`config.mk`:
```
export PLATFORM = sky130hd
export DESIGN_NAME = mips32_prog_loader
export DESIGN_NICKNAME = d
export VERILOG_FILES = /design/src/rtl/mips32_prog_loader.sv
export SDC_FILE = /design/constraint.sdc
export NUM_CORES = 1
export LEC_CHECK = 0
export CAP_MARGIN = 15
export CORE_MARGIN = 5
export CORE_UTILIZATION = 63
export DETAILED_ROUTE_END_ITERATION = 10
export DONT_BUFFER_PORTS = 1
export PLACE_DENSITY = 0.86
export RECOVER_POWER = 100
export SLEW_MARGIN = 30
export SYNTH_ARGS = -nofsm -noshare
export SYNTH_HDL_FRONTEND = slang
export SYNTH_SLANG_ARGS = --single-unit
```
`constraint.sdc`:
```
create_clock -name clk1 -period 3.1 [get_ports clk1]
set_input_delay 0 -clock clk1 [delete_from_list [all_inputs] [get_ports clk1]]
set_output_delay 0 -clock clk1 [all_outputs]
set_load 0.01 [all_outputs]
```
`src/rtl/mips32_prog_loader.sv`:
```
`default_nettype none
// +--------------------------------------------------------------------------+
// | mips32_prog_loader: framed byte stream -> MIPS32 memory, then runs core.  |
// | Optional build macro LOADER_TIMEOUT_EN enables the inter-byte watchdog.   |
// | Revision: 1.0                                                            |
// +--------------------------------------------------------------------------+
module mips32_prog_loader #(
  parameter int ADDR_W      = 10,
  parameter int DEPTH       = 1024,
  parameter int BASE_ADDR   = 0,
  parameter int TIMEOUT_CYC = 4096
) (
  input  logic              clk1,
  input  logic              rst_n,
  input  logic [7:0]        in_data,
  input  logic              in_valid,
  output logic              in_ready,
  output logic              mem_we,
  output logic [ADDR_W-1:0] mem_addr,
  output logic [31:0]       mem_wdata,
  output logic              cpu_hold,
  input  logic              cpu_halted,
  input  logic              clr,
  output logic              busy,
  output logic              done,
  output logic              err,
  output logic [1:0]        err_code
);

  typedef enum logic [2:0] {
    S_IDLE   = 3'd0,
    S_LEN_HI = 3'd1,
    S_LEN_LO = 3'd2,
    S_DATA   = 3'd3,
    S_CSUM   = 3'd4,
    S_RUN    = 3'd5,
    S_DONE   = 3'd6,
    S_ERR    = 3'd7
  } state_t;

  localparam logic [7:0]        c_sync    = 8'hA5;
  localparam logic [16:0]       c_max_len = 17'(DEPTH - BASE_ADDR);
  localparam logic [ADDR_W-1:0] c_base    = ADDR_W'(BASE_ADDR);

  state_t      r_state, w_next;
  logic [7:0]  r_len_hi;
  logic [15:0] r_len;
  logic [15:0] r_word_idx;
  logic [1:0]  r_byte_idx;
  logic [23:0] r_asm;
  logic [7:0]  r_csum;

  logic        w_rx;
  logic        w_fire;
  logic        w_timeout;
  logic [15:0] w_len;
  logic        w_len_bad;
  logic        w_last_byte;

  assign w_rx        = (r_state == S_LEN_HI) || (r_state == S_LEN_LO) ||
                       (r_state == S_DATA)   || (r_state == S_CSUM);
  assign in_ready    = (r_state == S_IDLE) || w_rx;
  assign busy        = w_rx || (r_state == S_RUN);
  assign w_fire      = in_valid && in_ready;
  assign w_len       = {r_len_hi, in_data};
  assign w_len_bad   = ({1'b0, w_len} > c_max_len);
  assign w_last_byte = (r_byte_idx == 2'd3) && (r_word_idx == r_len - 16'd1);

`ifdef LOADER_TIMEOUT_EN
  localparam int c_idle_w = $clog2(TIMEOUT_CYC + 1);
  logic [c_idle_w-1:0] r_idle;

  // Counts idle cycles since the last accepted byte while a frame is open.
  always_ff @(posedge clk1 or negedge rst_n) begin
    if (!rst_n) begin
      r_idle <= '0;
    end else if (!w_rx || w_fire) begin
      r_idle <= '0;
    end else begin
      r_idle <= r_idle + 1'b1;
    end
  end

  assign w_timeout = w_rx && !w_fire && (r_idle == c_idle_w'(TIMEOUT_CYC - 1));
`else
  // Never asserted: without the watchdog the loader waits indefinitely.
  assign w_timeout = (TIMEOUT_CYC < 0);
`endif

  always_ff @(posedge clk1 or negedge rst_n) begin
    if (!rst_n) begin
      r_state <= S_IDLE;
    end else begin
      r_state <= w_next;
    end
  end

  always_comb begin
    w_next = r_state;
    case (r_state)
      S_IDLE:   if (w_fire && in_data == c_sync) w_next = S_LEN_HI;
      S_LEN_HI: if (w_fire) w_next = S_LEN_LO;
      S_LEN_LO: if (w_fire) w_next = w_len_bad ? S_ERR : ((w_len == 16'd0) ? S_CSUM : S_DATA);
      S_DATA:   if (w_fire && w_last_byte) w_next = S_CSUM;
      S_CSUM:   if (w_fire) w_next = (in_data == r_csum) ? S_RUN : S_ERR;
      S_RUN:    if (cpu_halted) w_next = S_DONE;
      S_DONE:   if (clr) w_next = S_IDLE;
      S_ERR:    if (clr) w_next = S_IDLE;
      default:  w_next = S_IDLE;
    endcase
    if (w_timeout) w_next = S_ERR;
  end

  always_ff @(posedge clk1 or negedge rst_n) begin
    if (!rst_n) begin
      r_len_hi   <= '0;
      r_len      <= '0;
      r_word_idx <= '0;
      r_byte_idx <= '0;
      r_asm      <= '0;
      r_csum     <= '0;
      mem_we     <= 1'b0;
      mem_addr   <= c_base;
      mem_wdata  <= '0;
      cpu_hold   <= 1'b1;
      done       <= 1'b0;
      err        <= 1'b0;
      err_code   <= 2'd0;
    end else begin
      mem_we <= 1'b0;
      if (w_fire) begin
        case (r_state)
          S_IDLE: begin
            r_word_idx <= '0;
            r_byte_idx <= '0;
            r_csum     <= '0;
          end
          S_LEN_HI: r_len_hi <= in_data;
          S_LEN_LO: r_len    <= w_len;
          S_DATA: begin
            r_csum     <= r_csum ^ in_data;
            r_byte_idx <= r_byte_idx + 2'd1;
            r_asm      <= {r_asm[15:0], in_data};
            if (r_byte_idx == 2'd3) begin
              mem_we     <= 1'b1;
              mem_addr   <= c_base + ADDR_W'(r_word_idx);
              mem_wdata  <= {r_asm, in_data};
              r_word_idx <= r_word_idx + 16'd1;
            end
          end
          S_CSUM: if (in_data == r_csum) cpu_hold <= 1'b0;
          default: ;
        endcase
      end
      if (r_state == S_RUN && cpu_halted) begin
        done     <= 1'b1;
        cpu_hold <= 1'b1;
      end
      // Timeout and byte-driven errors are exclusive: a timeout needs an idle cycle.
      if (w_next == S_ERR && r_state != S_ERR) begin
        err      <= 1'b1;
        err_code <= w_timeout ? 2'd3 : ((r_state == S_LEN_LO) ? 2'd1 : 2'd2);
      end
      if ((r_state == S_DONE || r_state == S_ERR) && clr) begin
        done     <= 1'b0;
        err      <= 1'b0;
        err_code <= 2'd0;
      end
    end
  end

endmodule
`default_nettype wire

```
==> results.md, run 1 <==
- Final setup violating endpoints: 0
- Mux cell area share after synthesis: 11.4%
- Avg Inst Size Synth: 10.5 um^2
- WP data required: 3.54 ns
- Worst Hold Depth: 3
- Levels on crit path: 7
- Final period util: 90.4%
- Ports: 63
- Largest vdd supply drop: 0.652 mV
- Buf+Inv Stages, Crit Path: 0
- Setup bufs post-CTS: 0
- Starting DRT DRC Count: 312
- Element type at the critical path start: flop
- CORE AREA: 9200 um^2
- WP data arrival: 3.24 ns
- Synth Area in Adders: 0.632%
- Most instantiated cells after synthesis: dfrtp_1 (124), nand2_1 (115), mux2_2 (60)
- Fmax: 0.357 GHz
- Router iterations before antenna repair: 7
- Cell breakdown of the critical path: or4_4 > or2_1 > or4_4 > a211oi_2 > nand4_1 > a311o_1 > a31oi_1
- CP delay by family, top: simple AND/OR/NAND/NOR gates
- Async S/R FF share, synth: 100%
- CTS buffer count: 17
- Crit path top cell by count: or4_4
- Global-route wire length before repair: 24.5 mm
- Largest family of logic cells by synthesized area: simple AND/OR/NAND/NOR gates
- P per Cell Area: 905 nW/um^2
- Critical path peak fanout: 5
- Hold_sp: in_valid
- Post-Syn Nets: 583
- Top-count cell post-synth: dfrtp_1
- Vias in the first global route: 4704
- Pleak: 0.00318 uW
- TritonCTS clock tree: built
- CP peak stage delay: 0.58 ns
- H-tree depth: 4
- Area share of xor/xnor cells in the synthesized design: 6.20%
- CTS Sinks: 125
- Die H: 107 um
- RSZ-0062 raised after global routing: no
- Ys flop type: dfrtp_1
- Root buf cell: clkbuf_8
- Critical Path Slowest Stage Cell: or4_4
- Netlist cell types: 62
- Via-per-instance ratio: 6.31
- Placed Area: 6020 um^2
- Status: complete, but fails checks
- Worst slew pin tran: 1.66 ns
- Post-Synth Simple-Gate Area: 17.4%
- Worst R2R Start: r_len[8]
- Sequential fraction of the synthesis area: 52.7%
- Synth area leader: dfrtp_1
- Port bufs: 0
- Clock skew: 0.00716 ns
- Clock slew at reported path FFs: 0.06 ns
- FF+latch count, synth: 125
- CP Capture Type: flop
- WHS Endpoint: r_len_hi[1]
- Detailed placement HPWL: 8.96 mm
- Die W: 107 um
- Nets: 599
- Max-slew violations: 126
- Setup TNS: 0 ns
- Die area: 11500 um^2
- Clock Path Buffers: 2
- Reg2reg end: err_code[1]
- Post-synth EDFFs: 0
- MaxCap Viol Count: 1
- CP Class: reg2reg
- Layout cells sized above 1: 19.3%
- Antenna violations before repair: 0
- GRT overflow: 0
- Starting Density: 64.6%
- Setup slack, reg-to-reg: 0.30 ns
- Minimum clock period: 2.80 ns
- DRC: 0
- Clock Latency Late Sink: 0.52 ns
- Hold Vio Cnt, Final: 0
- Area Overhead vs Synth: 13.7%
- Yosys synthesis warning count: 0
- Final WL: 14.5 mm
- N_diodes: 0
- Pin count of the biggest net entering global routing: 126
- Design Area, Final: 6750 um^2
- Filler Cells Inserted: 579
- Cell depth of the worst flop-to-flop path: 7
- Mapped Area: 5940 um^2
- Antenna Nets Post-Route: 0
- Routed len/inst: 20.4 um
- RD Place Congestion: 0.908
- Total GRT Usage: 27.2%
- Share of the synthesized area in the top cell type: 52.3%
- Relative slew slack: -10.7%
- Post-synthesis compound-gate area fraction: 8.20%
- Worst min-delay path class: in2reg
- Via count: 4463
- Row cnt: 35
- Synth top area cells: dfrtp_1 (52%), mux2_2 (11%), nand2_1 (7.3%)
- Failing checks: capacitance limit, slew limit
- Syn Inst Count: 567
==> repair_timing <==
item                                   4_1_cts  5_1_grt
resized for setup                            0        0
endpoints found under the hold margin      203        0
hold buffers                                18        0
==> cell usage in the layout (no fill, tap or decap), drive strengths merged, types with 4 or more instances in the layout <==
cell type	netlist	final
dlygate4sd3	0	17
o21ai	29	29
a211oi	5	5
nand3	10	10
nand2b	5	5
nor4	8	8
mux2	60	60
xnor2	15	15
xor2	27	27
clkbuf	29	22
dfrtp	124	124
nor3b	4	4
inv	12	22
o22ai	4	4
nor3	11	11
a31oi	5	5
a21oi	7	7
nand2	115	115
nand4	7	7
nor2	32	32
buf	4	8
==> through the flow <==
stage / setup slack (ns) / hold slack [ns] / utilization [%] / instances / total power [uW]
after detailed placement: 0.337 / -0.292 / 65.5 / 657 / 3980
after CTS: 0.348 / 0.00221 / 74.0 / 707 / 6080
after floorplan: 0.515 / -0.296 / - / 567 / 3610
after global placement: 0.421 / -0.292 / 65.5 / 657 / 3890
after global routing: 0.147 / 0.0171 / 73.4 / 707 / 6460
final: 0.299 / 0.0117 / 73.4 / 707 / 6110
==> sequential cells by signal, summed over array words and instances (netlist names), 2 cells and up <==
register    cells
r_csum          8
r_word_idx     16
r_byte_idx      2
mem_wdata      32
r_state         3
err_code        2
r_len          16
r_len_hi        8
r_asm          24
mem_addr       10
==> cell type report <==
cell class	count	area (um^2)	share of cell area [%]
clock buffer	17	414	6.13
inverter	12	45.0	0.667
sequential	125	3130	46.3
tap	111	139	2.06
timing repair buffer	30	267	3.95
multi-input combinational	397	2590	38.3
clock inverter	15	170	2.52
==> worst register-to-register path, delay by kind of cell, from the launching register on <==
family          cells  cell delay (ns)
simple gates        4             1.56
flops               1             0.43
compound gates      3             0.75
==> logic make-up (layout without fill, tap and decap cells) <==
logic type	count (synthesis)	in the layout
flops	125	125
xor+xnor	42	42
mux	60	60
buf+inv	45	74
compound gates	73	73
fa+ha+maj	3	3
simple gates	219	219
==> per-layer routing <==
| layer | share of wire [%] | GRT usage [%] |
|---|---|---|
| met5 | 0 | 0 |
| met4 | 2.4 | 11.6 |
| met3 | 7.4 | 6.74 |
| met2 | 49 | 43.6 |
| met1 | 42 | 35.3 |
==> worst max path at each step <==
| stage | slack, ns | startpoint | end |
|---|---|---|---|
| floorplan | 0.52 | r_len[8] | err_code[1] |
| CTS | 0.35 | r_len[8] | err_code[1] |
| global route | 0.15 | r_state[2] | r_word_idx[13] |
| global placement | 0.42 | r_len[8] | err_code[1] |
| finish | 0.30 | r_len[8] | err_code[1] |
| detailed placement | 0.34 | r_len[8] | err_code[1] |
==> where the power goes <==
part | internal [uW] | switching [uW]
combinational | 712 | 929
clock | 1110 | 859
sequential | 2050 | 449
total | 3870 | 2240
Note: power is estimated with default switching activity, not from simulation.
==> inputs of run 2 (changes only) <==
ABC_AREA = 1   (was default)
CELL_PAD_IN_SITES_DETAIL_PLACEMENT = 1   (was default)
CELL_PAD_IN_SITES_GLOBAL_PLACEMENT = 2   (was default)
CORE_UTILIZATION = 38   (was 63)
PLACE_DENSITY = 0.85   (was 0.86)
==> results.md, run 2 <==
- Status: complete, but fails checks
- Failing checks: capacitance limit, slew limit
- Antenna violations before repair: 0 (unchanged)
- Fmax: 0.374 GHz (+4.8%)
- Clock Latency Late Sink: 0.41 ns (-0.11 ns)
- Detailed placement HPWL: 10.8 mm (+21%)
- Via count: 4595 (+3.0%)
- Final setup violating endpoints: 0 (unchanged)
- Share of the synthesized area in the top cell type: 53.3% (+1.0 points)
- Register area: 3130 um^2 (unchanged)
- CTS Sinks: 125 (unchanged)
- Commonest cells after routing, fill and taps aside: nand2_1 (180), dfrtp_1 (124), o21ai_0 (97), inv_1 (80), nor2_1 (45)
- Final WL: 15.2 mm (+5.3%)
- GR Util met1: 23.0% (-12 points)
- Mapped Area: 5830 um^2 (-1.9%)
- RD Place Congestion: 0.863 (-5.0%)
- Most instantiated cells after synthesis: nand2_1 (179), dfrtp_1 (124), inv_1 (78)
- Sequential fraction of the synthesis area: 53.7% (+1.0 points)
- Met3 GRT Util: 5.66% (-1.1 points)
- Layout cells sized above 1: 6.90% (-12 points)
- Critical path peak fanout: 32 (+27)
- Row cnt: 45 (+29%)
- P per Cell Area: 963 nW/um^2 (+6.5%)
- CTS buffer count: 17 (unchanged)
- WP data required: 3.40 ns (-0.14 ns)
- Worst min-delay path class: in2reg
- CP Capture Type: flop
- FF+latch count, synth: 125 (unchanged)
- Element type at the critical path start: flop
- Syn Inst Count: 681 (+20%)
- Synth top area cells: dfrtp_1 (53%), nand2_1 (12%), o21ai_0 (5.8%)
- Starting DRT DRC Count: 237 (-24%)
- Top flop regs: mem_wdata (32), r_asm (24)
- Ports: 63 (unchanged)
- Minimum clock period: 2.67 ns (-0.128 ns)
- Multi-input logic area: 2250 um^2 (-13%)
- Die H: 134 um (+25%)
- Nets: 713 (+19%)
- Vias in the first global route: 4866 (+3.4%)
- Max reg flops: 32 (unchanged)
- Clock skew: 0.00623 ns (-0.000936 ns)
- Avg Inst Size Synth: 8.55 um^2 (-18%)
- TritonCTS clock tree: built
- Placed insts: 854 (+30%)
- Routed len/inst: 17.0 um (-17%)
- Max-slew violations: 126 (unchanged)
- Post-Syn Nets: 697 (+20%)
- Worst slew pin tran: 1.70 ns (+0.0415 ns)
- Root buf cell: clkbuf_16
- Clock Path Buffers: 2 (unchanged)
- MaxCap Viol Count: 1 (unchanged)
- WP data arrival: 2.97 ns (-0.27 ns)
- Async S/R FF share, synth: 100% (unchanged)
- CP Class: reg2reg
- RSZ-0062 raised after global routing: no
- Most common cell after layout, fill and taps aside: nand2_1
- Port bufs: 0 (unchanged)
- H-tree depth: 4 (unchanged)
- Hold Vio Cnt, Final: 0 (unchanged)
- Most Used Layer, Global Route: met2
- Post-synth EDFFs: 0 (unchanged)
- Synth area leader: dfrtp_1
- N_diodes: 0 (unchanged)
- Clock slew at reported path FFs: 0.05 ns (about the same)
- Total GRT Usage: 18.1% (-9.1 points)
- Ys flop type: dfrtp_1
- Pleak: 0.00322 uW (+1.2%)
- Hold Slack: 0.0244 ns (+0.0128 ns)
- Setup TNS: 0 ns (unchanged)
- Netlist cell types: 41 (-34%)
- Largest vdd supply drop: 0.449 mV (-31%)
- Design Area, Final: 6630 um^2 (-1.8%)
- Top-count cell post-synth: nand2_1
- Starting Density: 38.5% (-26 points)
- Final period util: 86.2% (-4.1 points)
- Router iterations before antenna repair: 4 (-3)
- Die W: 134 um (+25%)
- Die area: 17900 um^2 (+56%)
- Non-Filler Instances: 898 (+27%)
- Antenna Nets Post-Route: 0 (unchanged)
- DRC: 0 (unchanged)
- Filler Cells Inserted: 1775 (+210%)
- Area Overhead vs Synth: 13.8% (about the same)
- GR Layer Usage met2: 29.9% (-14 points)
- Yosys synthesis warning count: 0 (unchanged)
- Global-route wire length before repair: 25.6 mm (+4.6%)
- Biggest register: mem_wdata
- CORE AREA: 15100 um^2 (+65%)
- Placed Area: 6010 um^2 (-0.21%)
- Relative slew slack: -13.4% (-2.8 points)
- GRT overflow: 0 (unchanged)
- Via-per-instance ratio: 5.12 (-19%)
- Pin count of the biggest net entering global routing: 126 (unchanged)
[run 2: cell count changes in the layout (fill, tap and decap cells not counted), sizes merged, moves of 8 or more]
| cell | change |
|---|---|
| xnor2 | -8 |
| nand2 | +69 |
| nor2 | +23 |
| xor2 | -13 |
| mux2 | -60 |
| nand3 | +19 |
| inv | +61 |
| o21ai | +71 |
[run 2: layout make-up]
type	instances	area share, %
well taps	188	3.55
inverters	84	4.79
repair buffers	16	2.08
flip-flops and latches	125	47.2
clock inverters	7	1.34
multi-input cells	453	34.0
clock buffers	25	7.02
[run 2: where the power goes]
part / internal, uW / switching (uW)
sequential: 2200 / 522
clock: 1200 / 679
combinational: 634 / 1160
[run 2: per-layer routing]
| metal | part of all wire, % | wire [um] |
|---|---|---|
| met1 | 45 | 6900 |
| met2 | 49 | 7400 |
| met3 | 4.8 | 726 |
| met4 | 1.3 | 195 |
| met5 | 0 | 0 |
[run 2: metrics by stage]
step | setup slack (ns) | total power [uW] | util (%)
global route | 0.113 | 6870 | 43.8
finish | 0.426 | 6380 | 43.8
global placement | 0.465 | 4420 | 39.7
detailed placement | 0.568 | 4530 | 39.7
floorplan | 1.20 | 4000 | -
CTS | 0.540 | 6520 | 44.2
[run 2: path summary, 6_finish.rpt]
path,cells after the start,endpoint,slack [ns],startpoint
min,4,r_state[0],0.02,in_valid
min in group asynchronous,2,mem_wdata[27],0.62,rst_n
max reg2reg,9,err_code[1],0.43,r_state[2]
max,9,err_code[1],0.43,r_state[2]
min reg2reg,2,r_asm[12],0.48,r_asm[4]
max in group asynchronous,2,r_len[15],1.43,rst_n
[run 2: worst max-delay path, cell delays in order, from the launching register on]
cell and delay (ns):
dfrtp_1 0.52, inv_1 0.18, nand3_1 0.15, nor2_2 0.44
clkbuf_2 0.58, nand3_1 0.23, a21oi_2 0.18, nand3_2 0.13
nand3_1 0.10, nand2_1 0.06
[run 2: timing repair]
item / in CTS / in global routing
setup buffers: 0 / 0
hold endpoints to repair: 173 / 0
resized for setup: 0 / 0
hold buffers: 12 / 0
[run 2: kinds of logic (layout without fill, tap and decap cells)]
| family | Yosys count | after routing | synth area share (%) |
|---|---|---|---|
| AND/OR/NAND/NOR | 295 | 295 | 22.4 |
| XOR/XNOR | 22 | 22 | 3.54 |
| adder cells (fa/ha/maj) | 3 | 3 | 0.644 |
| flip-flops | 125 | 125 | 53.7 |
| AO/OA/AOI/OAI | 133 | 133 | 12.9 |
| buffers and inverters | 103 | 132 | 6.87 |
